--- src/rtl/m_ext_sequencer.sv ---
// m_ext_sequencer: control FSM for the EX-stage M-extension datapath.
// Sequences multi-cycle MUL/DIV operations (separate step counts), issues the
// operand-load and per-iteration step strobes, and holds done until ack.
// A flush aborts any in-flight or completed-but-unacknowledged operation.
//
// Build option: define M_EXT_DIV_EARLY_OUT_EN to let a divide by zero skip
// the iteration phase entirely (LOAD goes straight to DONE). Without it,
// div_zero is ignored and divides always take DIV_CYCLES steps.
//
// state | meaning
// ------+---------------------------------------------------------------
// IDLE  | no op in flight; waiting for start
// LOAD  | datapath latches operands; iteration counter cleared
// RUN   | one datapath iteration per cycle, iter = counter
// DONE  | result valid; held until ack (ack+start chains the next op)

module m_ext_sequencer #(
  parameter int MUL_CYCLES = 4,
  parameter int DIV_CYCLES = 33,
  parameter int CNT_W      = $clog2(((MUL_CYCLES > DIV_CYCLES) ? MUL_CYCLES : DIV_CYCLES) + 1)
) (
  input  logic             clk,
  input  logic             rst,
  input  logic             start,
  input  logic             is_div,
  input  logic             div_zero,
  input  logic             flush,
  input  logic             ack,
  output logic             busy,
  output logic             load,
  output logic             step,
  output logic             done,
  output logic             op_div,
  output logic [CNT_W-1:0] iter
);

  typedef enum logic [1:0] {
    S_IDLE = 2'd0,
    S_LOAD = 2'd1,
    S_RUN  = 2'd2,
    S_DONE = 2'd3
  } state_t;

  localparam logic [CNT_W-1:0] MUL_LAST = CNT_W'(MUL_CYCLES - 1);
  localparam logic [CNT_W-1:0] DIV_LAST = CNT_W'(DIV_CYCLES - 1);

  state_t           state;
  state_t           state_nxt;
  logic [CNT_W-1:0] cnt;
  logic [CNT_W-1:0] cnt_nxt;
  logic             op_div_nxt;
  logic [CNT_W-1:0] last_idx;
  logic             at_last;
  logic             early_out;

  // The last iteration index depends on the op class latched at start.
  assign last_idx = op_div ? DIV_LAST : MUL_LAST;
  assign at_last  = (cnt == last_idx);

`ifdef M_EXT_DIV_EARLY_OUT_EN
  assign early_out = op_div & div_zero;
`else
  // div_zero stays on the port list so both builds share one interface.
  logic div_zero_unused;
  assign div_zero_unused = div_zero;
  assign early_out       = 1'b0;
`endif

  // Next-state, counter/op latch updates and Moore output decode.
  always_comb begin
    state_nxt  = state;
    cnt_nxt    = cnt;
    op_div_nxt = op_div;
    busy       = 1'b0;
    load       = 1'b0;
    step       = 1'b0;
    done       = 1'b0;
    iter       = '0;

    case (state)
      S_IDLE: begin
        if (start) begin
          state_nxt  = S_LOAD;
          op_div_nxt = is_div;
        end
      end
      S_LOAD: begin
        busy      = 1'b1;
        load      = 1'b1;
        cnt_nxt   = '0;
        state_nxt = early_out ? S_DONE : S_RUN;
      end
      S_RUN: begin
        busy = 1'b1;
        step = 1'b1;
        iter = cnt;
        if (at_last) begin
          state_nxt = S_DONE;
        end else begin
          cnt_nxt = cnt + 1'b1;
        end
      end
      S_DONE: begin
        busy = 1'b1;
        done = 1'b1;
        if (ack) begin
          if (start) begin
            state_nxt  = S_LOAD;
            op_div_nxt = is_div;
          end else begin
            state_nxt = S_IDLE;
          end
        end
      end
      default: begin
        state_nxt = S_IDLE;
        cnt_nxt   = '0;
      end
    endcase

    // Flush overrides everything, including a same-cycle start or ack.
    if (flush) begin
      state_nxt  = S_IDLE;
      cnt_nxt    = '0;
      op_div_nxt = op_div;
    end
  end

  // State register.
  always_ff @(posedge clk or negedge rst) begin
    if (!rst) begin
      state <= S_IDLE;
    end else begin
      state <= state_nxt;
    end
  end

  // Iteration counter.
  always_ff @(posedge clk or negedge rst) begin
    if (!rst) begin
      cnt <= '0;
    end else begin
      cnt <= cnt_nxt;
    end
  end

  // Op class of the current operation, captured when a start is accepted.
  always_ff @(posedge clk or negedge rst) begin
    if (!rst) begin
      op_div <= 1'b0;
    end else begin
      op_div <= op_div_nxt;
    end
  end

endmodule
--- config.mk ---
export PLATFORM = sky130hd
export DESIGN_NAME = m_ext_sequencer
export DESIGN_NICKNAME = d
export VERILOG_FILES = /design/src/rtl/m_ext_sequencer.sv
export SDC_FILE = /design/constraint.sdc
export NUM_CORES = 1
export LEC_CHECK = 0
export CAP_MARGIN = 20
export CELL_PAD_IN_SITES_DETAIL_PLACEMENT = 0
export CELL_PAD_IN_SITES_GLOBAL_PLACEMENT = 2
export CORE_MARGIN = 3
export CORE_UTILIZATION = 28
export CTS_BUF_LIST = sky130_fd_sc_hd__clkbuf_16
export DETAILED_ROUTE_END_ITERATION = 7
export GPL_TIMING_DRIVEN = 0
export PLACE_DENSITY = 0.8
export SLEW_MARGIN = 10
export SYNTH_ARGS = -nofsm -noshare
export SYNTH_HDL_FRONTEND = slang
export SYNTH_SLANG_ARGS = --single-unit
export TNS_END_PERCENT = 1
--- constraint.sdc ---
create_clock -name clk -period 2.1 [get_ports clk]
set_clock_uncertainty 0.2 [all_clocks]
set_input_delay 0.63 -clock clk [delete_from_list [all_inputs] [get_ports clk]]
set_output_delay 0.63 -clock clk [all_outputs]
set_load 0.01 [all_outputs]
==> out/summary.txt <==
Status = finished clean
Reg-to-reg endpoint = op_div
Mapped Cells = 74
Row Count = 17
Kind of critical path = reg2out
CP delay by family, top = flip-flops
Core ar. = 2320 sq um
CP bufs+invs = 2
GRT Residual Overflow = 0
Critical R2R Launch = state[0]
All-Layer GR Usage = 11.9%
Flops & latches, synth = 9
Max-Cap Viols = 0
CTS tree = built
Worst Reg-to-Reg Cells = 5
Die Span X = 56.5 um
Top FF cell, synth = dfrtp_1
Synth top area share = 31.5%
Post-synth cell types = 33
Worst Hold End = op_div
Top-count cell post-synth = dfrtp_1
Largest area contributor in the netlist = dfrtp_1
Total CTS buffers = 3
Clock H-tree levels = 1
Multi-input logic area = 480 sq um
Final Cycle Share = 98.5%
GPL Wtd Cong = 0.812
Worst Path Arrival = 1240 ps
# fillers = 232
Area growth from synthesis to layout = 46.1%
HP Class = reg2reg
Crit-path cells = ha_4 -> buf_8 -> and2_1 -> buf_2
Via count = 630
Syn avg cell area = 9.65 sq um
Crit path required time = 1270 ps
Clk pin slew, worst setup/hold paths = 40 ps
Worst Path Max Fanout = 13
Max Transition Viols Final = 0
Vias/cell = 4.88
Initial core utilization = 30.8%
FFs w/ async S/R, synth = 100%
Layer with the highest usage = met2
Starting DRT DRC Count = 2
Die height = 56.5 um
Final hold slack = 374 ps
WHS Path Cells = 1
Syn Nets = 86
Reg area = 226 sq um
Register area share after synthesis = 31.5%
Worst Tran Pin Value = 452 ps
Fmax = 484 MHz
Max_slew headroom = 69.8%
Startpoint Class = flip-flop
Worst-Skew Late Latency = 230 ps
Final nets = 114
Leak = 0.485 nW
Slowest cell on crit path = dfrtp_2
Number of global-route vias before repair = 638
Most frequent cells after synthesis = 9 x dfrtp_1, 6 x inv_1, 5 x a21oi_1, 5 x and2_1, 5 x ha_1
Grt met2 use = 17.7%
# diodes = 0
Synthesis Warnings = 0
Pin count of the biggest net entering global routing = 11
Total power draw = 1.29 mW
Pwr Density = 1240 nW/um^2
RSZ-0062 raised after global routing = yes
Routed Antenna Nets = 0
Die ar. = 3190 sq um
PortBufs = 16
Critical Path Max Stage Delay = 430 ps
Clock root buffer = clkbuf_16
Grt met3 use = 3.45%
HP Start = op_div
Reg2reg setup slack = 270 ps
Initial antenna violation count = 0
Hold_buf cts = 0
Top post-synthesis cells by area = dfrtp_1 32%, ha_1 8.8%, and4bb_1 5.3%, and2_1 4.4%, mux2i_1 4.2%
WL/cell = 13.3 um
DRC viols = 0
TritonRoute pass-1 iters = 4
Final core area utilization = 45.0%
Post-Syn Area = 714 sq um
Crit end category = output port
Total Wirelength = 1720 um
First-pass GRT wire length = 2990 um
Ports = 18
Final-report hold violation count = 0
HPWL Detailed = 1190 um
GR Layer Usage met1 = 15.9%
Final Setup Violations = 0
Crit path launch = state[1]
Tmin final = 2070 ps
Share of layout cells above drive strength 1 = 33.7%
Post-synth EDFFs = 0
CTS Buffer Depth = 2
Peak supply drop = 0.661 mV
CTS Sinks = 9
final cells by class:
cell class,instances,area share (%)
plain buffers,2,2.52
multi-input cells,56,46.0
inverters,6,2.16
repair buffers,24,16.7
clock buffers,3,7.19
flip-flops and latches,9,21.7
clock inverters,1,0.360
well taps,28,3.36
stage by stage:
step | setup WS [ps] | setup TNS (ps) | cells | cell area [sq um]
floorplan | 56.0 | 0 | 74 | 716
global placement | -534 | -3560 | 118 | 911
detailed placement | -522 | -3410 | 118 | 911
CTS | -128 | -623 | 127 | 1050
global route | -18.8 | -51.0 | 129 | 1040
finish | 32.5 | 0 | 129 | 1040
worst max path at each step:
stage	endpoint	slack, ps	cells past startpoint
after floorplan	iter[1]	60	5
after global placement	iter[1]	-530	6
after detailed placement	iter[3]	-520	6
after CTS	iter[3]	-130	5
after global routing	iter[2]	-20	5
final	iter[3]	30	4
layout by cell type (no fill, tap or decap), types with 2 or more instances in the layout:
master / instances
clkbuf_2: 4
and2_2: 2
ha_1: 2
dfrtp_1: 8
a221oi_1: 2
nand2b_1: 2
buf_2: 5
inv_1: 5
nand2_1: 2
a21oi_1: 5
clkdlybuf4s50_1: 6
buf_4: 8
clkbuf_16: 3
and2_1: 5
mux2i_1: 3
o21ai_0: 2
xnor2_1: 2
nand3_1: 3
nor2_1: 2
nor3_1: 2
ha_4: 3
nor3b_1: 3
and4bb_1: 3
inv_2: 2
cell families (layout without fill, tap and decap cells):
group	count (synthesis)	count (layout)	synth area share [%]
and+or+nand+nor	31	31	30.5
AOI/OAI and AO/OA	14	14	14.5
adders and majority gates	5	5	8.76
xor gates and xnor gates	2	2	2.45
buffers and inverters	9	36	6.48
DFF	9	9	31.5
muxes	4	4	5.78
where the power goes:
part,internal [mW],leakage [nW],switching (mW)
registers,0.224,0.120,0.0730
clock network,0.249,0.0423,0.0808
logic,0.362,0.323,0.304
total,0.835,0.485,0.458
per-layer routing:
layer / vias up / routed length (um)
met5: - / 0
met4: 0 / 8
met3: 2 / 133
met2: 22 / 750
met1: 287 / 827
li1: 319 / -
registers in the layout, summed over array words and instances, names as in the netlist:
| name | count |
|---|---|
| cnt | 6 |
| state | 2 |
| op_div | 1 |
repair_timing:
action / CTS / global route
buffers inserted: 5 / 3
pin swaps: 1 / 1
setup endpoints to repair: 11 / 8
gates resized for setup: 40 / 6
Note: power is estimated with default switching activity, not from simulation.
